==> config.mk <==
export PLATFORM = sky130hd
export DESIGN_NAME = board_io_conditioner
export DESIGN_NICKNAME = d
export VERILOG_FILES = /design/src/rtl/board_io_pkg.sv /design/src/rtl/debounce_channel.sv /design/src/rtl/board_io_conditioner.sv
export SDC_FILE = /design/constraint.sdc
export NUM_CORES = 1
export LEC_CHECK = 0
export BUFFER_PORTS_ARGS = -buffer_cell sky130_fd_sc_hd__buf_2
export CORE_UTILIZATION = 30
export CTS_CLUSTER_DIAMETER = 50
export CTS_CLUSTER_SIZE = 8
export DETAILED_ROUTE_END_ITERATION = 16
export GPL_TIMING_DRIVEN = 0
export HOLD_SLACK_MARGIN = 0.03
export PLACE_DENSITY = 0.47
export SYNTH_ARGS = -nofsm -noshare
export SYNTH_HDL_FRONTEND = slang
export SYNTH_SLANG_ARGS = --single-unit
==> constraint.sdc <==
create_clock -name clk -period 3.2 [get_ports clk]
set_input_delay 0.16 -clock clk [delete_from_list [all_inputs] [get_ports clk]]
set_output_delay 0.16 -clock clk [all_outputs]
set_load 0.005 [all_outputs]
==> src/rtl/board_io_pkg.sv <==
// Shared types and elaboration-time helpers for the board input conditioner.
package board_io_pkg;

  typedef enum logic [1:0] {
    WAIT_LOCK = 2'd0,
    COUNT     = 2'd1,
    RUN       = 2'd2
  } rst_state_t;

  // Bits needed for a counter with n distinct values (never less than 1).
  function automatic int unsigned cnt_width(input int unsigned n);
    return (n < 2) ? 1 : $clog2(n);
  endfunction

  // Prescaler period in clk cycles per debounce tick.
  function automatic int unsigned tick_period(input int unsigned clock_freq,
                                              input int unsigned tick_hz);
    return clock_freq / tick_hz;
  endfunction

endpackage

==> src/rtl/debounce_channel.sv <==
// One input channel: 2-flop synchroniser, polarity correction, tick-counted
// debounce and registered one-cycle edge pulses.
module debounce_channel
  import board_io_pkg::*;
#(
  parameter int unsigned DEBOUNCE_TICKS = 5,
  parameter bit          INVERT         = 1'b0
) (
  input  logic clk,
  input  logic rst,
  input  logic tick_i,
  input  logic raw_i,
  output logic stable_o,
  output logic rise_o,
  output logic fall_o
);

  localparam int unsigned    CW   = cnt_width(DEBOUNCE_TICKS + 1);
  localparam logic [CW-1:0]  LAST = CW'(DEBOUNCE_TICKS - 1);

  logic          sync_meta_q, sync_q;
  logic          cond;
  logic [CW-1:0] cnt_q, cnt_d;
  logic          stable_q, stable_d;
  logic          rise_q, rise_d;
  logic          fall_q, fall_d;

  // Sync flops reset to the idle pad level so cond is 0 out of reset.
  assign cond = sync_q ^ INVERT;

  always_comb begin
    // NOTE: every output of this block gets a default first so no path leaves it unassigned (no latch).
    cnt_d    = cnt_q;
    stable_d = stable_q;
    rise_d   = 1'b0;
    fall_d   = 1'b0;
    if (cond == stable_q) begin
      cnt_d = '0;
    end else if (tick_i) begin
      if (cnt_q == LAST) begin
        stable_d = cond;
        cnt_d    = '0;
        rise_d   = cond;
        fall_d   = ~cond;
      end else begin
        cnt_d = cnt_q + 1'b1;
      end
    end
  end

  always_ff @(posedge clk or posedge rst) begin
    if (rst) begin
      sync_meta_q <= INVERT;
      sync_q      <= INVERT;
      cnt_q       <= '0;
      stable_q    <= 1'b0;
      rise_q      <= 1'b0;
      fall_q      <= 1'b0;
    end else begin
      // NOTE: non-blocking so every flop samples pre-edge values; the synchroniser depends on it.
      sync_meta_q <= raw_i;
      sync_q      <= sync_meta_q;
      cnt_q       <= cnt_d;
      stable_q    <= stable_d;
      rise_q      <= rise_d;
      fall_q      <= fall_d;
    end
  end

  assign stable_o = stable_q;
  assign rise_o   = rise_q;
  assign fall_o   = fall_q;

endmodule

==> src/rtl/board_io_conditioner.sv <==
// Board input conditioning: lock-qualified POR sequencer for the core reset,
// shared debounce prescaler and NUM_INPUTS debounced input channels.
module board_io_conditioner
  import board_io_pkg::*;
#(
  parameter int unsigned           CLOCK_FREQ     = 25125000,
  parameter int unsigned           TICK_HZ        = 1000,
  parameter int unsigned           DEBOUNCE_TICKS = 5,
  parameter int unsigned           POR_CYCLES     = 10000,
  parameter int unsigned           NUM_INPUTS     = 8,
  parameter logic [NUM_INPUTS-1:0] INVERT_MASK    = '0
) (
  input  logic                  clk,
  input  logic                  RST,
  input  logic                  PLL_LOCKED,
  input  logic [NUM_INPUTS-1:0] RAW_IN,
  output logic                  RSTb_OUT,
  output logic [NUM_INPUTS-1:0] IN_STABLE,
  output logic [NUM_INPUTS-1:0] IN_RISE,
  output logic [NUM_INPUTS-1:0] IN_FALL
);

  localparam int unsigned P  = tick_period(CLOCK_FREQ, TICK_HZ);
  localparam int unsigned PW = cnt_width(P);
  localparam int unsigned RW = cnt_width(POR_CYCLES);

  logic [PW-1:0] presc_q, presc_d;
  logic          tick;

  logic          lock_meta_q, lock_s_q;
  rst_state_t    state_q, state_d;
  logic [RW-1:0] por_cnt_q, por_cnt_d;
  logic          rstb_q;

  assign tick    = (presc_q == PW'(P - 1));
  assign presc_d = tick ? '0 : presc_q + 1'b1;

  always_comb begin
    state_d   = state_q;
    por_cnt_d = por_cnt_q;
    case (state_q)
      WAIT_LOCK: begin
        por_cnt_d = '0;
        if (lock_s_q) state_d = COUNT;
      end
      COUNT: begin
        if (!lock_s_q) begin
          state_d   = WAIT_LOCK;
          por_cnt_d = '0;
        end else if (por_cnt_q == RW'(POR_CYCLES - 1)) begin
          state_d   = RUN;
          por_cnt_d = '0;
        end else begin
          por_cnt_d = por_cnt_q + 1'b1;
        end
      end
      RUN: begin
        if (!lock_s_q) state_d = WAIT_LOCK;
      end
      default: begin
        state_d   = WAIT_LOCK;
        por_cnt_d = '0;
      end
    endcase
  end

  // Core reset is registered from the next state so it releases on entry to RUN.
  always_ff @(posedge clk or posedge RST) begin
    if (RST) begin
      presc_q     <= '0;
      lock_meta_q <= 1'b0;
      lock_s_q    <= 1'b0;
      state_q     <= WAIT_LOCK;
      por_cnt_q   <= '0;
      rstb_q      <= 1'b0;
    end else begin
      presc_q     <= presc_d;
      lock_meta_q <= PLL_LOCKED;
      lock_s_q    <= lock_meta_q;
      state_q     <= state_d;
      por_cnt_q   <= por_cnt_d;
      rstb_q      <= (state_d == RUN);
    end
  end

  assign RSTb_OUT = rstb_q;

  for (genvar i = 0; i < NUM_INPUTS; i++) begin : g_ch
    debounce_channel #(
      .DEBOUNCE_TICKS(DEBOUNCE_TICKS),
      .INVERT        (INVERT_MASK[i])
    ) u_ch (
      .clk     (clk),
      .rst     (RST),
      .tick_i  (tick),
      .raw_i   (RAW_IN[i]),
      .stable_o(IN_STABLE[i]),
      .rise_o  (IN_RISE[i]),
      .fall_o  (IN_FALL[i])
    );
  end

endmodule

==> results.txt <==
----------------------------------------------------
[STA]
  Timing-limited maximum frequency ... 427 MHz
  Final critical-path setup slack ... 861 ps
  Slew at the pin closest to its max-slew limit ... 493 ps
  Setup repair after global routing missed its margin ... false
  Slew Viols, Final ... 0
  Setup TNS Final ... 0 ps
  Final period util ... 73.1%
  Count of final hold-check violations ... 0
  Hold slack final ... around 350 ps
  Rel. slew slack ... 67.1%
  Final Critical Period ... ~2300 ps
  Number of endpoints failing setup at the final stage ... 0
  Setup skew after layout ... a little under 9 ps

[Clock network]
  Clock buffer count from CTS ... 9
  Count of H-tree levels built during CTS ... 3
  Root Driver ... clkbuf_16
  Longest Clk Path Bufs ... 2
  Worst skew pair latency ... 350 ps
  Number of hold buffers added after CTS ... 10
  Number of sinks handled by clock tree synthesis ... 98
  Number of gates given a new drive strength after cts ... 0
  Post-CTS repair timing setup buffer count ... 0
  Clock Pin Slew Worst Setup and Hold Paths ... approximately 60 ps
  CTS tree ... done

[Global routing]
  First-pass GRT wire length ... 14.9 mm
  Number of global-route vias before repair ... 3073
  Remaining Overflow, GRT ... 0
  Initial antenna violation count ... 0
  Overall Global Routing Usage ... 12.2%
  Pin count of the biggest net entering global routing ... 69

[Drt]
  Routed length on met3 ... 255 µm
  DRC viols ... 0
  Highest routed layer ... met4
  First-pass iteration count of the detailed router ... 6
  Initial DRC Count ... 154
  Met2 wire length ... 3.90 mm
  Routed len/inst ... ~13 µm
  Routed via count ... ~3200
  Post-DR vias/cell ... 4.71
  M1 WL ... 4.31 mm
  Post-Route WL ... 8.68 mm
  DRT antenna net count ... 0

[Die]
  Initial Utilization ... between 30% and 40%
  Row count ... between 40 and 50
  Die height ... 125 µm
  Top-level port count ... 36
  Full die area ... approximately 16000 µm²
  Die X ... 125 µm
  Core region area ... 14700 µm²

[Worst setup path]
  Data arrival time at the worst-slack endpoint ... 2610 ps
  FF-to-FF setup slack ... 860 ps
  Category of the most critical setup path ... flip-flop to flip-flop
  CP startpoint kind ... flip-flop
  Largest fanout of any net on the critical path ... 10
  Worst EP required ... 3470 ps
  Endpoint kind of the worst setup timing path ... flip-flop

[Run status]
  Result of the run ... finished, final reports clean

[Logic synthesis]
  Synth top area share ... 53.8%
  XOR/XNOR share of the synthesized area ... 4.04%
  Largest cells by area after synthesis ... dfrtp_1 (54%), ha_1 (5.2%), buf_4 (4.1%)
  Yosys warning count ... 0
  Proportion of register bits with asynchronous set or reset after synthesis ... 100%
  Number of storage elements in the synthesis netlist ... 98
  Synth Net Count ... 454
  Fraction of the mapped netlist area in compound gates ... 8.02%
  Sequential cell area fraction in the yosys report ... 53.8%
  Average size of a mapped cell ... 10.7 µm²
  Dominant synthesized flop cell ... dfrtp_1
  Multiplexer share of the synthesized area ... 1.98%
  Post-synthesis share of cell area spent on full adders, half adders and majority gates ... 5.22%
  Number of distinct library cells after synthesis ... 41
  Synthesized netlist cell count ... about 420
  Post-synthesis cell type with the largest combined area ... dfrtp_1
  Main combinational cell family by area after synthesis ... simple AND/OR/NAND/NOR gates
  EDFF count, synth ... 0
  Post-synthesis instance area ... roughly 4600 µm²
  Area fraction in and, or, nand and nor cells after synthesis ... 19.7%

[Flow run]
  Number of maximum-capacitance constraint violations ... 0

[Finish]
  Diodes inserted ... 0
  Non-filler instance count after layout ... 670
  Nets ... 511
  Synth-to-layout area growth ... 18.0%
  Fraction of layout instances using a drive strength above 1 ... 18.3%
  Number of fill cells in the layout ... 1448

[Pwr]
  Combinational cell fraction of total power ... 2.9%
  Clock network power share ... 43.8%
  Cell-internal power ... ~0.0019 W
  Largest voltage drop on the vdd net ... 0.183 mV
  Power Dens Cells ... 442 nW/µm²
  Flop pwr share ... 53.3%
  Switching power ... 0.000521 W
  LEAKAGE ... 2.40 nW
  Net switching share of the total power ... between 20% and 30%

[Placed design]
  Global placement routability congestion ... 0.745
  Minimum setup slack after placement ... 829 ps
  Port buffer count ... 35
  DP Cell Count ... approximately 640
  Post-detailed-placement half-perimeter wirelength ... 5.81 mm

[Min path]
  Class of the tightest hold or removal check ... input pin to asynchronous set/reset pin

----------------------------------------------------
worst max-delay path, cell delays in order (launching register included):
cell	delay, ps
dfrtp_1	430
inv_1	80
ha_1	150
nor4b_1	370
and4_1	360
buf_2	290
buf_2	310
nand3b_1	110
a21oi_1	160
power groups by stage:
stage	clock network (W)	registers [W]	logic, W
6_report	0.00104	0.00127	0.0000688
3_5_place_dp	0	0.00129	0.0000630
4_1_cts	0.00108	0.00126	0.0000722
3_3_place_gp	0	0.00129	0.0000581
5_1_grt	0.00113	0.00127	0.0000795
2_1_floorplan	0	0.00129	0.0000387
per-layer routing:
| metal | vias up | GRT usage, % |
|---|---|---|
| met5 | - | 0 |
| met4 | 0 | 7.03 |
| met3 | 12 | 2.52 |
| met2 | 48 | 19.0 |
| met1 | 1525 | 15.8 |
| li1 | 1570 | - |
cells in the mapped netlist, types with 3 or more instances:
cell type / instances
nor2b_1: 5
buf_2: 6
dfrtp_1: 98
nand3_1: 25
xor2_1: 4
nor4_1: 8
nand2_1: 42
nor3b_1: 19
ha_1: 19
a21oi_1: 29
and4_1: 3
inv_1: 21
o31ai_1: 4
nand3b_1: 8
and3_1: 3
nor3_1: 6
buf_4: 25
a22o_1: 3
nor2_1: 19
o21a_1: 5
o21ai_0: 8
o22a_1: 3
mux2_1: 6
xnor2_1: 17
o311ai_1: 5
nand4_1: 9
cell type report:
cell class / instances / area [µm²] / share of cell area, %
flip-flops and latches: 98 / 2450 / 45.6
multi-input cells: 270 / 1780 / 33.0
repair buffers: 46 / 303 / 5.63
clock buffers: 13 / 260 / 4.84
plain buffers: 35 / 248 / 4.61
well taps: 184 / 230 / 4.28
inverters: 21 / 81.3 / 1.51
clock inverters: 3 / 23.8 / 0.442
final timing paths:
| kind | start | to | cells past startpoint |
|---|---|---|---|
| max in group asynchronous | RST | g_ch[3].u_ch.cnt_q[2] | 4 |
| setup / recovery | presc_q[0] | g_ch[7].u_ch.cnt_q[2] | 8 |
| hold / removal | RST | g_ch[5].u_ch.fall_o | 3 |
| hold reg to reg | g_ch[4].u_ch.sync_meta_q | g_ch[4].u_ch.cond | 0 |
| setup reg to reg | presc_q[0] | g_ch[7].u_ch.cnt_q[2] | 8 |
| min in group clk | g_ch[4].u_ch.sync_meta_q | g_ch[4].u_ch.cond | 0 |
through the flow:
stage	utilization (%)	cell area, µm²	total power, W
finish	36.6	5370	0.00237
global route	36.6	5370	0.00247
CTS	36.6	5370	0.00242
detailed placement	33.9	4990	0.00135
global placement	33.7	4960	0.00135
floorplan	-	4550	0.00132
logic make-up after synthesis:
logic type / Yosys count
simple gates: 162
buf+inv: 56
flops: 98
fa+ha+maj: 19
mux: 8
compound gates: 60
xor+xnor: 21
cell usage in the layout (no fill, tap or decap), types with 2 or more instances in the layout:
| cell | count |
|---|---|
| clkinvlp_4 | 2 |
| nand3b_1 | 8 |
| dfrtp_1 | 98 |
| ha_1 | 19 |
| nor2_1 | 19 |
| nand2_1 | 42 |
| nand4_1 | 9 |
| nand2b_1 | 2 |
| mux2_2 | 2 |
| o311ai_1 | 5 |
| o21ai_1 | 2 |
| a22o_1 | 3 |
| buf_4 | 25 |
| o21a_1 | 5 |
| a21oi_1 | 29 |
| nor3b_1 | 19 |
| clkbuf_1 | 4 |
| nor2b_1 | 5 |
| clkbuf_16 | 9 |
| or3_1 | 2 |
| clkbuf_8 | 2 |
| o31ai_1 | 4 |
| or4_1 | 2 |
| dlygate4sd3_1 | 10 |
| and4_1 | 3 |
| o21ai_0 | 8 |
| nor4bb_1 | 2 |
| or2_1 | 2 |
| xnor2_1 | 17 |
| mux2_1 | 6 |
| inv_1 | 20 |
| nand3_1 | 25 |
| and3_1 | 3 |
| buf_6 | 2 |
| buf_2 | 41 |
| nor4_1 | 8 |
| xor2_1 | 4 |
| o22a_1 | 3 |
| nor3_1 | 6 |
state kept, by name, summed over array words and instances (netlist names):
signal / flops
g_ch.u_ch.cond: 8
por_cnt_q: 14
state_q: 2
g_ch.u_ch.sync_meta_q: 8
g_ch.u_ch.rise_o: 8
g_ch.u_ch.fall_o: 8
g_ch.u_ch.stable_o: 8
RSTb_OUT: 1
presc_q: 15
lock_meta_q: 1
lock_s_q: 1
g_ch.u_ch.cnt_q: 24
No activity file was read; power rests on OpenSTA's default activity.
